<file path="src/rtl/uart_pkg.sv">
// Shared UART definitions: FSM state encodings and frame constants,
// common to uart_rx and uart_tx.
package uart_pkg;

  localparam int unsigned UART_DATA_BITS = 8;

  localparam logic [2:0] IDLE      = 3'd0;
  localparam logic [2:0] START     = 3'd1;
  localparam logic [2:0] DATA      = 3'd2;
  localparam logic [2:0] STOP      = 3'd3;
  localparam logic [2:0] WAIT_HIGH = 3'd4;

endpackage

</file>
<file path="src/rtl/uart_sync2.sv">
// Two-flop synchronizer for an asynchronous single-bit input; the reset
// value is a parameter so an idle-high line reads as idle out of reset.
module uart_sync2 #(
  parameter logic RST_VAL = 1'b1
) (
  input  logic clk,
  input  logic rst_n,
  input  logic d,
  output logic q
);

  logic meta_q;
  logic sync_q;

  always_ff @(posedge clk or negedge rst_n) begin
    if (!rst_n) begin
      meta_q <= RST_VAL;
      sync_q <= RST_VAL;
    end else begin
      meta_q <= d;
      sync_q <= meta_q;
    end
  end

  assign q = sync_q;

endmodule

</file>
<file path="src/rtl/uart_rx.sv">
// 8N1 UART receiver: centre-samples each bit with a clock-cycle counter,
// emits a one-cycle data_valid or frame_err pulse per frame.
module uart_rx
  import uart_pkg::*;
#(
  parameter int unsigned CLKS_PER_BIT = 868,
  parameter int unsigned CNT_W        = 16
) (
  input  logic       clk,
  input  logic       rst_n,
  input  logic       rx,
  output logic [7:0] data_out,
  output logic       data_valid,
  output logic       frame_err,
  output logic       busy
);

  localparam logic [CNT_W-1:0] HALF_LAST = CNT_W'(CLKS_PER_BIT / 2 - 1);
  localparam logic [CNT_W-1:0] BIT_LAST  = CNT_W'(CLKS_PER_BIT - 1);
  localparam logic [2:0]       BIDX_LAST = 3'(UART_DATA_BITS - 1);

  logic                      rx_s;
  logic [2:0]                state_q, state_d;
  logic [CNT_W-1:0]          cnt_q, cnt_d;
  logic [2:0]                bidx_q, bidx_d;
  logic [UART_DATA_BITS-1:0] shreg_q, shreg_d;
  logic [7:0]                data_q, data_d;
  logic                      valid_q, valid_d;
  logic                      ferr_q, ferr_d;

  uart_sync2 #(.RST_VAL(1'b1)) u_sync (
    .clk   (clk),
    .rst_n (rst_n),
    .d     (rx),
    .q     (rx_s)
  );

  always_comb begin
    state_d = state_q;
    cnt_d   = cnt_q + CNT_W'(1);
    bidx_d  = bidx_q;
    shreg_d = shreg_q;
    data_d  = data_q;
    valid_d = 1'b0;
    ferr_d  = 1'b0;
    case (state_q)
      IDLE: begin
        cnt_d = '0;
        if (!rx_s) state_d = START;
      end
      START: begin
        // Half-bit check rejects glitches and aligns later samples to bit centres
        if (cnt_q == HALF_LAST) begin
          cnt_d  = '0;
          bidx_d = '0;
          state_d = rx_s ? IDLE : DATA;
        end
      end
      DATA: begin
        if (cnt_q == BIT_LAST) begin
          cnt_d   = '0;
          shreg_d = {rx_s, shreg_q[UART_DATA_BITS-1:1]};
          bidx_d  = bidx_q + 3'd1;
          if (bidx_q == BIDX_LAST) state_d = STOP;
        end
      end
      STOP: begin
        if (cnt_q == BIT_LAST) begin
          cnt_d = '0;
          if (rx_s) begin
            data_d  = shreg_q;
            valid_d = 1'b1;
            state_d = IDLE;
          end else begin
            ferr_d  = 1'b1;
            state_d = WAIT_HIGH;
          end
        end
      end
      WAIT_HIGH: begin
        cnt_d = '0;
        if (rx_s) state_d = IDLE;
      end
      default: begin
        cnt_d   = '0;
        state_d = IDLE;
      end
    endcase
  end

  always_ff @(posedge clk or negedge rst_n) begin
    if (!rst_n) begin
      state_q <= IDLE;
      cnt_q   <= '0;
      bidx_q  <= '0;
      shreg_q <= '0;
      data_q  <= '0;
      valid_q <= 1'b0;
      ferr_q  <= 1'b0;
    end else begin
      state_q <= state_d;
      cnt_q   <= cnt_d;
      bidx_q  <= bidx_d;
      shreg_q <= shreg_d;
      data_q  <= data_d;
      valid_q <= valid_d;
      ferr_q  <= ferr_d;
    end
  end

  assign data_out   = data_q;
  assign data_valid = valid_q;
  assign frame_err  = ferr_q;
  assign busy       = (state_q != IDLE);

endmodule

</file>
<file path="config.mk">
export PLATFORM = sky130hd
export DESIGN_NAME = uart_rx
export DESIGN_NICKNAME = d
export VERILOG_FILES = /design/src/rtl/uart_pkg.sv /design/src/rtl/uart_sync2.sv /design/src/rtl/uart_rx.sv
export SDC_FILE = /design/constraint.sdc
export NUM_CORES = 1
export LEC_CHECK = 0
export BUFFER_PORTS_ARGS = -buffer_cell sky130_fd_sc_hd__buf_2
export CORE_MARGIN = 2
export CORE_UTILIZATION = 58
export CTS_CLUSTER_DIAMETER = 80
export DETAILED_ROUTE_END_ITERATION = 8
export PLACE_DENSITY_LB_ADDON = 0.25
export SLEW_MARGIN = 40
export SYNTH_ARGS = -nofsm -noshare
export SYNTH_HDL_FRONTEND = slang
export SYNTH_SLANG_ARGS = --single-unit
</file>
<file path="constraint.sdc">
create_clock -name clk -period 1.9 [get_ports clk]
set_input_delay 0.095 -clock clk [delete_from_list [all_inputs] [get_ports clk]]
set_output_delay 0.095 -clock clk [all_outputs]
set_load 0.01 [all_outputs]
</file>
==> flow_summary.toml <==
[routing]
viasPerCell = 5.48
wl_per_cell_um = 13.9
routed_wl_um = 3240
drt_iter0_drc = 64
firstDrtPassIters = 6
vias = 1278
drc = 0
antenna_left = 0

[floorplan]
die_x_um = 61.7
std_cell_rows = 20
io_pins = 14
die_area_mm2 = 0.00381
fp.dieH_um = 61.7
core_mm2 = 0.00310
start_util_pct = 62.2

[sta]
hold_viol_final = 0
worst_pin_slew_ns = 0.410
fin_ws_ns = 0.0656
fmax_mhz = 545
fin_tns_setup_ns = 0
skew_ns = 0.0119
grt_setup_unrepaired = "yes"
finalCriticalPeriod_ns = 1.83
relSlewSlack_pct = 72.6
slew_viol_final = 0
setup_viol = 0
fin_crit_sh_pct = 96.5

[synth]
synth_compound_area_share_pct = 5.06
netlist_area_mm2 = 0.00193
ys_types = 39
synthFlopType = "dfrtp_1"
synthSimpleGateAreaFrac_pct = 19.2
synthAdderAreaFrac_pct = 2.59
ys_seq_area_share_pct = 54.6
synth_edf_count = 0
synth_area_leaders = "dfrtp_1, mux2_2, xor2_1"
ys_ff_latch = 42
syn_inst = 162
yosys_warnings = 0
synth_top_family_by_area = "simple AND/OR/NAND/NOR gates"
synth_top_area_share_pct = 51.8
synthMuxAreaShare_pct = 10.9
synthArstFlopShare_pct = 100
post_synth.cell_area_avg_um2 = 11.9
postSynthNetCount = 169
yosysTopAreaCell = "dfrtp_1"
synth_xor_area_share_pct = 4.99

[global_route]
antenna_found_initial = 0
grt_pass1_wl_um = 5400
grt_max_degree = 25
grt_pass1_vias = 1271
gr-total-overflow = 0
grt_use_total_pct = 19.8

[placed_design]
post-dp-hpwl_um = 2350
pre_cts_ws_ns = 0.0267
port_buffers = 13
place_congestion = 0.838
dp.cells = 223

[clock_network]
cts_setup_buffers = 0
cts_made_buffers = 5
cts_tree = "done"
clk_latency_ns = 0.35
cts.sinks = 42
h-tree-depth = 2
cts_root_buffer = "clkbuf_4"
clk_pin_slew_worst_paths_ns = 0.12
clock_path_buffers = 2

[critical_path]
cp_max_fo = 9
cp-end-kind = "flip-flop"
critical_path_required_ns = 2.15
crit_start = "cnt_q[1]$_DFF_PN0_"
worstPathArrival_ns = 2.08
path_class = "reg2reg"
critPathLaunchType = "flip-flop"
reg2reg_from = "cnt_q[1]$_DFF_PN0_"

[finish]
drive_gt1_share_pct = 29.6
area_delta_synth_final_pct = 13.8
finalNonFillerCells = 233
final_common_cell = "dfrtp_1"
fin_nets = 195
final_cell_mix = "dfrtp_1, nor2_1, mux2_2"
fillers = 227
antenna_cells = 0

[flow_run]
maxCapViolations = 0

[outcome]
status = "finished clean"

[pwr]
irDropWorstVdd_mv = 0.491
power-per-cell-area_mw_per_mm2 = 674
p_leak_nw = 1.10

[min_path]
min_path_type = "in2async"
layer usage:
layer	routed length [um]	GRT usage, %
met2	1630	34.3
met3	115	5.80
met5	0	0
met1	1430	22.6
met4	67	8.81
synthesized netlist by cell type (2+ instances only):
cell type,number
buf_2,2
mux2_2,16
and4_1,3
nand2b_1,3
ha_1,4
a21oi_1,4
nand4_1,5
dfstp_2,2
or3_1,4
o21ai_0,2
xor2_1,9
inv_1,5
and3_1,4
nor4_2,2
nand2_1,7
nand3_1,6
nor2_1,20
dfrtp_1,40
xnor2_1,2
mux2i_1,3
critical path, stage by stage (launching register included):
cell and delay (ns):
dfrtp_1 0.42, ha_1 0.22, and3b_1 0.21, and4_2 0.31
nand2_2 0.22, mux2_2 0.36
through the flow:
step	cell area [um^2]	utilization [%]	hold WS, ns	power [mW]
2_1_floorplan	1930	-	-0.201	0.918
3_3_place_gp	2100	67.6	0.0388	0.939
3_5_place_dp	2100	67.6	0.0508	0.940
4_1_cts	2200	70.8	0.202	1.50
5_1_grt	2200	70.8	0.229	1.54
6_report	2200	70.8	0.202	1.48
layout make-up:
class	count	area, um^2	share of cell area (%)
inverter	5	18.8	0.854
timing repair buffer	24	165	7.52
multi-input combinational	110	827	37.6
clock buffer	5	37.5	1.71
tap	44	55.1	2.51
clock inverter	3	40.0	1.82
sequential	42	1050	47.9
registers in the layout (all words and copies together), names as in the netlist:
signal and count:
state_q 3, shreg_q 8, bidx_q 3, cnt_q 16, data_out 8, u_sync.q 1
u_sync.meta_q 1, data_valid 1, frame_err 1
final timing paths:
path / to / slack [ns] / cells past startpoint
worst min-delay path: cnt_q[15]$_DFF_PN0_ / 0.20 / 2
worst min register to register: u_sync.q$_DFF_PN1_ / 0.36 / 0
min in group clk: u_sync.q$_DFF_PN1_ / 0.36 / 0
worst max-delay path: shreg_q[2]$_DFFE_PN0P_ / 0.07 / 5
max in group asynchronous: u_sync.meta_q$_DFF_PN1_ / 0.98 / 3
worst max register to register: shreg_q[2]$_DFFE_PN0P_ / 0.07 / 5
kinds of logic after synthesis:
family / after synthesis
AOI/OAI and AO/OA: 12
xor gates and xnor gates: 11
and+or+nand+nor: 64
muxes: 19
adders and majority gates: 4
DFF: 42
buffers and inverters: 10
repair_timing:
action | CTS | global route
gates resized for setup | 0 | 1
endpoints found under the hold margin | 19 | 0
endpoints found under the setup margin | 0 | 16
hold buffers | 2 | 0
power by group:
part	leakage, nW	internal [mW]	switching (mW)
Combinational	0.487	0.00612	0.0183
Sequential	0.565	0.898	0.00302
Clock	0.0450	0.273	0.284
(Power assumes the default switching activity.)
